<file path="src/rtl/alu_regfile_wb.sv">
// alu_regfile_wb
//   Register file and writeback stage around the alu datapath. It holds NREGS x 8-bit
//   general registers and a 3-bit status register {N, Z, C}. The two read ports feed
//   the ALU operands, and SREG.C feeds the ALU carry-in. The writeback port commits
//   ALU results and updates the flags. A MULT result takes two cycles: the low byte
//   is written to MUL_LO, then the high byte to MUL_LO+1.
//
//   Ports
//     clk, rst                 clock; synchronous active-high reset
//     rd_addr/rr_addr          operand read addresses
//     data_rd/data_rr          combinational read data
//     ci                       current carry flag
//     wb_valid/wb_ready        writeback handshake
//     wb_opcode, wb_dest       ALU opcode of the result and its destination register
//     wb_data, wb_co/zo/no     ALU result and flag outputs
//     sreg                     {N, Z, C}
//     busy                     high while the MULT high byte is being written
//     illegal                  pulses for one cycle after an undefined opcode is accepted
//
//   Build option
//     ALU_RF_BYPASS_EN  : when defined, a register written this cycle is forwarded to
//                         the read ports, and a carry written this cycle is forwarded
//                         to ci. Without it, reads show the stored contents.
//
//   state | meaning
//   ------+-------------------------------------------------------
//   IDLE  | ready for a writeback request
//   WR_HI | writing the latched MULT high byte; requests are held off

module alu_regfile_wb #(
   parameter int NREGS  = 32,
   parameter int MUL_LO = 0
) (
   input  logic                       clk,
   input  logic                       rst,
   input  logic [$clog2(NREGS)-1:0]   rd_addr,
   input  logic [$clog2(NREGS)-1:0]   rr_addr,
   output logic [7:0]                 data_rd,
   output logic [7:0]                 data_rr,
   output logic                       ci,
   input  logic                       wb_valid,
   output logic                       wb_ready,
   input  logic [7:0]                 wb_opcode,
   input  logic [$clog2(NREGS)-1:0]   wb_dest,
   input  logic [15:0]                wb_data,
   input  logic                       wb_co,
   input  logic                       wb_zo,
   input  logic                       wb_no,
   output logic [2:0]                 sreg,
   output logic                       busy,
   output logic                       illegal
);

   localparam int AW = $clog2(NREGS);
   localparam logic [AW-1:0] MUL_LO_ADDR = AW'(MUL_LO);
   localparam logic [AW-1:0] MUL_HI_ADDR = AW'(MUL_LO + 1);

   typedef enum logic {IDLE, WR_HI} state_t;

   state_t        state;
   logic [7:0]    regs [NREGS];
   logic [2:0]    sreg_q;
   logic [7:0]    hi_q;
   logic          ill_q;

   logic [3:0]    op_hi;
   logic          is_shift, is_mult, is_logic, is_arith, is_legal;
   logic          accept;
   logic          we;
   logic [AW-1:0] waddr;
   logic [7:0]    wdata;
   logic          c_we, nz_we, n_new;
   logic          op_unused;

   // The low opcode bits only matter to the ALU itself.
   assign op_unused = ^wb_opcode[1:0];

   assign op_hi    = wb_opcode[7:4];
   assign is_shift = (op_hi == 4'b0000) && (wb_opcode[3:2] == 2'b00);
   assign is_mult  = (op_hi == 4'b0100);
   assign is_logic = (op_hi == 4'b1000) || (op_hi == 4'b1001) || (op_hi == 4'b1010);
   assign is_arith = (op_hi == 4'b1011) || (op_hi[3:2] == 2'b11);
   assign is_legal = is_shift || is_mult || is_logic || is_arith;

   assign wb_ready = !rst && (state == IDLE);
   assign accept   = wb_valid && wb_ready;
   assign busy     = (state == WR_HI);
   assign illegal  = ill_q;
   assign sreg     = sreg_q;

   // There is a single write port. WR_HI owns it, so no request can compete with the
   // high-byte write.
   always_comb begin
      we    = 1'b0;
      waddr = wb_dest;
      wdata = wb_data[7:0];
      if (!rst) begin
         if (state == WR_HI) begin
            we    = 1'b1;
            waddr = MUL_HI_ADDR;
            wdata = hi_q;
         end else if (accept && is_mult) begin
            we    = 1'b1;
            waddr = MUL_LO_ADDR;
         end else if (accept && is_legal) begin
            we    = 1'b1;
         end
      end
   end

   // MULT forces N to 0. Logic ops leave C untouched.
   assign c_we  = accept && (is_shift || is_arith || is_mult);
   assign nz_we = accept && is_legal;
   assign n_new = is_mult ? 1'b0 : wb_no;

`ifdef ALU_RF_BYPASS_EN
   assign data_rd = (we && (waddr == rd_addr)) ? wdata : regs[rd_addr];
   assign data_rr = (we && (waddr == rr_addr)) ? wdata : regs[rr_addr];
   assign ci      = c_we ? wb_co : sreg_q[0];
`else
   assign data_rd = regs[rd_addr];
   assign data_rr = regs[rr_addr];
   assign ci      = sreg_q[0];
`endif

   always_ff @(posedge clk) begin
      if (rst) begin
         for (int i = 0; i < NREGS; i++) regs[i] <= '0;
         sreg_q <= '0;
         hi_q   <= '0;
         ill_q  <= 1'b0;
         state  <= IDLE;
      end else begin
         if (we) regs[waddr] <= wdata;
         if (nz_we) begin
            sreg_q[2] <= n_new;
            sreg_q[1] <= wb_zo;
         end
         if (c_we) sreg_q[0] <= wb_co;
         ill_q <= accept && !is_legal;
         case (state)
            IDLE: begin
               if (accept && is_mult) begin
                  hi_q  <= wb_data[15:8];
                  state <= WR_HI;
               end
            end
            WR_HI:   state <= IDLE;
            default: state <= IDLE;
         endcase
      end
   end

endmodule

</file>
<file path="config.mk">
export PLATFORM = sky130hd
export DESIGN_NAME = alu_regfile_wb
export DESIGN_NICKNAME = d
export VERILOG_FILES = /design/src/rtl/alu_regfile_wb.sv
export SDC_FILE = /design/constraint.sdc
export NUM_CORES = 1
export LEC_CHECK = 0
export ABC_AREA = 1
export BUFFER_PORTS_ARGS = -buffer_cell sky130_fd_sc_hd__buf_2
export CAP_MARGIN = 20
export CORE_UTILIZATION = 45
export CTS_BUF_LIST = sky130_fd_sc_hd__clkbuf_16
export CTS_CLUSTER_DIAMETER = 40
export DETAILED_ROUTE_END_ITERATION = 12
export RECOVER_POWER = 100
export REMOVE_ABC_BUFFERS = 1
export SLEW_MARGIN = 10
export SYNTH_ARGS = -nofsm -noshare
export SYNTH_HDL_FRONTEND = slang
export SYNTH_SLANG_ARGS = --single-unit
</file>
<file path="constraint.sdc">
create_clock -name clk -period 2.64 [get_ports clk]
set_clock_uncertainty 0.05 [all_clocks]
set_input_delay 0.528 -clock clk [delete_from_list [all_inputs] [get_ports clk]]
set_output_delay 0.528 -clock clk [all_outputs]
set_load 0.02 [all_outputs]
</file>
After elaboration in Yosys (flattened, before gate mapping). Memory sizes are Yosys's and may differ from the RTL's. Index checks and enable logic that the tools add are counted.

Memories: 1. Flip-flop bits (word level): 13. Memory bits (read-only): 0. Word-level logic and storage cells: 54. Input port bits: 45. Bits in latches: 0. RAM bits: 256. Output and inout bits: 23.

Memories: regs (words 32, bits a word 8, rd ports 2, clocked after Yosys merged registers in 0, write ports 32, RTL line 61) `logic [7:0] regs [NREGS];`.

$add $sub $neg: 0. Multipliers: 0. Bitwise operators: 1. Muxes and demuxes: 20. Reductions and logical operators: 21. Div/mod/pow operators: 0. Equal/unequal tests: 6. $lt $le $gt $ge: 0. Shifts and indexed selects: 0.

Operator list (count): two-way mux 8 bit (3); two-way mux 5 bit (4); equality test 4 bit (second input constant) (4); two-way mux 1 bit (12); logical OR 1 bit (8); OR reduction 8 bit (1); logical AND 1 bit (7); equality test 4 x 3 -> 1 bit (second input constant) (1); zero test 4 bit (1); equality test 2 bit (second input constant) (1); zero test 1 bit (2); zero test 2 bit (1); case mux 1 bit (2 select lines) (1); AND reduction 2 bit (1); inverter 1 bit (1).

Longest topological paths before layout.
Word-level depth: 15. Depth in mapped cells: 11. Mapped depth without buffers: 10.

Least setup slack after synthesis. OpenSTA, ideal clock, no wires.

Path kind: input to register. Start: in wb_opcode[6]. End: mem regs[28][0], enable pin. Data arrival time: 2.003 ns. Cell stages on the path: 8. Setup slack: 0.203 ns. Library setup time: 0.384 ns. Buffers on the path: 1. Data required time: 2.206 ns. Cell sequence: inv_1 > nor2_1 > nand2_1 > nor2_4 > nor2_2 > buf_6 > nand4_1 > o21ai_0.

RTL lines: from (decl) (RTL line 43) `input logic [7:0] wb_opcode,`; to (decl) (RTL line 61).

Final worst setup path.
Start: in rr_addr[0]. End: out data_rr[7].

Word-level cells in the longest chain between the ends: 1.

RTL lines: from (decl) (RTL line 37) `input logic [$clog2(NREGS)-1:0] rr_addr,`; memory read (32 x 8 bit); to (decl) (RTL line 39) `output logic [7:0] data_rr,`.

Every way passes these cells.

==> metrics.cfg <==
[run_status]
run_status=finished clean

[timing]
drv_slew=0
hold_viol_final=0
setup_viol=0
timing.final.crit_share_pct=99.1
worstMarginPinSlew_ps=540
rsz0062_at_grt=true
max_freq_mhz=382
fin_crit_ps=2620
slew_headroom_pct=64.0

[placement]
dp_hpwl_um=34500
port_buffers=65
place_congestion=0.923
placed_cell_area_um2=16900

[setup_path]
critical_path_arrival_ps=2040
path_depth=12
cp-start-kind=input pin
worstPathMaxFanout=19
cp-startpoint=rr_addr[0]
r2r_end=regs[17][1]
critical-path-slowest-cell=buf_2
timing_worst_setup_path_type=input pin to output pin
path_cells=buf_4 -> inv_8 -> buf_12 -> nand2_1 -> nand3_1 -> nand3_1 -> nand2_1 -> nand2_1 -> nand2_1 -> nand2_1 -> nand2_1 -> buf_2
reg2reg_depth=8
worstSetupEndpointType=output pin
cp_top_family=simple AND/OR/NAND/NOR gates
crit_end=data_rr[7]
cp.required_ps=2060
worst-r2r-setup-slack_ps=140
timing.rr.start=busy
critPathMaxStageDelay_ps=200
crit_top_cell=nand2_1
cp_num_buf_inv=4

[clocking]
cts_num_sinks=269
cts.clk_slew.worst_paths_ps=50
cts_tree=yes
postCtsHoldBufs=0
cts_made_buffers=44
cts.path.max_buffers=3
clk_latency_ps=530
cts-root-buf=clkbuf_16
htree_levels=2

[yosys]
synth.largest_area_cell=edfxtp_1
synthesis.area_um2=15200
synth_common_cells=761 x nand2_1, 389 x nand3_1, 256 x edfxtp_1, 193 x nor2_1, 108 x clkbuf_1
synthCells=1957
synth_seq_cells=269
netlist.area_leader.share_pct=50.6
synthFlopType=edfxtp_1
ys_async_sr_fraction_pct=0
synth.distinct_cells=30
ys_seq_area_share_pct=52.3
synthTopCellsByArea=edfxtp_1 51%, nand2_1 19%, nand3_1 13%
synth_most_common_cell=nand2_1
synth_edf_count=256
yosys_warnings=0
synth_area_per_cell_um2=7.76

[global_route]
grt_pass1_wl_um=78600
track_usage_pct=30.8
antenna_found_initial=0
grt.overflow.total=0
grt_max_degree=64
grt_pass1_vias=13545

[flow_run]
maxCapViolCount=0

[pwr]
ir_drop_mv=0.519
comb_power_share_pct=13.0
total_power_mw=12.3
p_sw_share_pct=27.1
clkPwrFrac_pct=46.9
powerDensity_nw_per_um2=665
p_int_mw=8.96
p_seq_share_pct=40.1
p_leak_nw=7.71
switchingPower_mw=3.33

[min_path]
hp-class=input pin to register

[detailed_routing]
wl_per_cell_um=21.7
drc=0
drtAntennaViolNets=0
first_pass_iters=7
vias=14670
vias_per_cell=5.79
drt_iter0_drc=1796
totalWireLength_um=54900

[finish]
final_util_pct=56.2
synthToLayoutAreaGrowth_pct=21.7
stdcell_area_um2=18500
drive_gt1_share_pct=13.0
final_nets=2101
n_antenna_cell=0

[die]
die-width_um=186
row_count=66
design.core.area_um2=32900
num_io_pins=68
initial_core_util_pct=46.2
die-area_um2=34500
die_height_um=186

[power groups by stage]
stage	logic [mW]	registers, mW	clock network (mW)
detailed placement	1.50	5.00	0
CTS	1.51	4.92	5.81
global placement	1.49	5.00	0
floorplan	0.735	4.97	0
finish	1.60	4.92	5.77
global route	1.70	4.93	5.99
[cell families (layout without fill, tap and decap cells)]
kind of cell / after synthesis / in the layout / share of synthesized area (%)
simple gates: 1468 / 1468 / 41.3
flops: 269 / 269 / 52.3
mux: 8 / 8 / 0.527
buf+inv: 182 / 316 / 4.72
compound gates: 30 / 30 / 1.10
[area by class of cell]
type                       instances  area (um2)
inverter                          28         118
tap                              442         553
timing repair buffer             207        1800
clock inverter                    36         362
sequential                       269        7950
multi-input combinational       1506        6570
clock buffer                      45        1130
fill                            3119       14400
[what timing repair did]
item | in CTS | in global routing
resized for setup | 0 | 24
setup buffers | 0 | 3
endpoints found under the setup margin | 0 | 15
[per-stage QoR]
step           cells  worst slack (ps)  hold slack, ps  setup TNS (ps)
4_1_cts         2521              39.2             156               0
6_report        2533              22.7             163               0
3_5_place_dp    2440              57.9             415               0
3_3_place_gp    2440              39.5             404               0
5_1_grt         2533             -8.59             163           -15.9
2_1_floorplan   1803              -884             405         -187670
[layout by cell type (no fill, tap or decap), types with 7 or more instances in the layout]
master / netlist / final
edfxtp_1: 256 / 256
buf_2: 18 / 54
nand2_1: 761 / 768
inv_1: 24 / 27
nor3_1: 94 / 96
clkbuf_1: 108 / 37
clkinvlp_4: 0 / 7
buf_12: 0 / 27
nand3_1: 389 / 392
mux2i_4: 0 / 8
o21ai_0: 19 / 23
buf_4: 1 / 54
inv_6: 0 / 8
clkbuf_16: 0 / 54
clkbuf_2: 0 / 17
dfxtp_1: 13 / 13
nor2_1: 193 / 194
[flip-flops by register name, indices dropped and copies added, names as in the netlist]
signal   flops
busy         1
hi_q         8
regs       256
illegal      1
sreg         3
[worst min path at each step]
| stage | startpoint | to | depth (start not counted) |
|---|---|---|---|
| after floorplan | hi_q[0] | hi_q[0] | 2 |
| after CTS | rst | sreg[2] | 2 |
| after global routing | rst | sreg[2] | 2 |
| after detailed placement | sreg[2] | sreg[2] | 2 |
| after global placement | sreg[2] | sreg[2] | 2 |
| final | rst | sreg[2] | 2 |
[routing by layer]
metal,wire length (um),track usage [%],vias to the layer above
met3,5820,5.15,134
met2,25600,50.8,899
li1,-,-,6771
met5,0,0,-
met4,1970,10.4,0
met1,21500,41.2,6866
No activity file was read; power rests on OpenSTA's default activity.
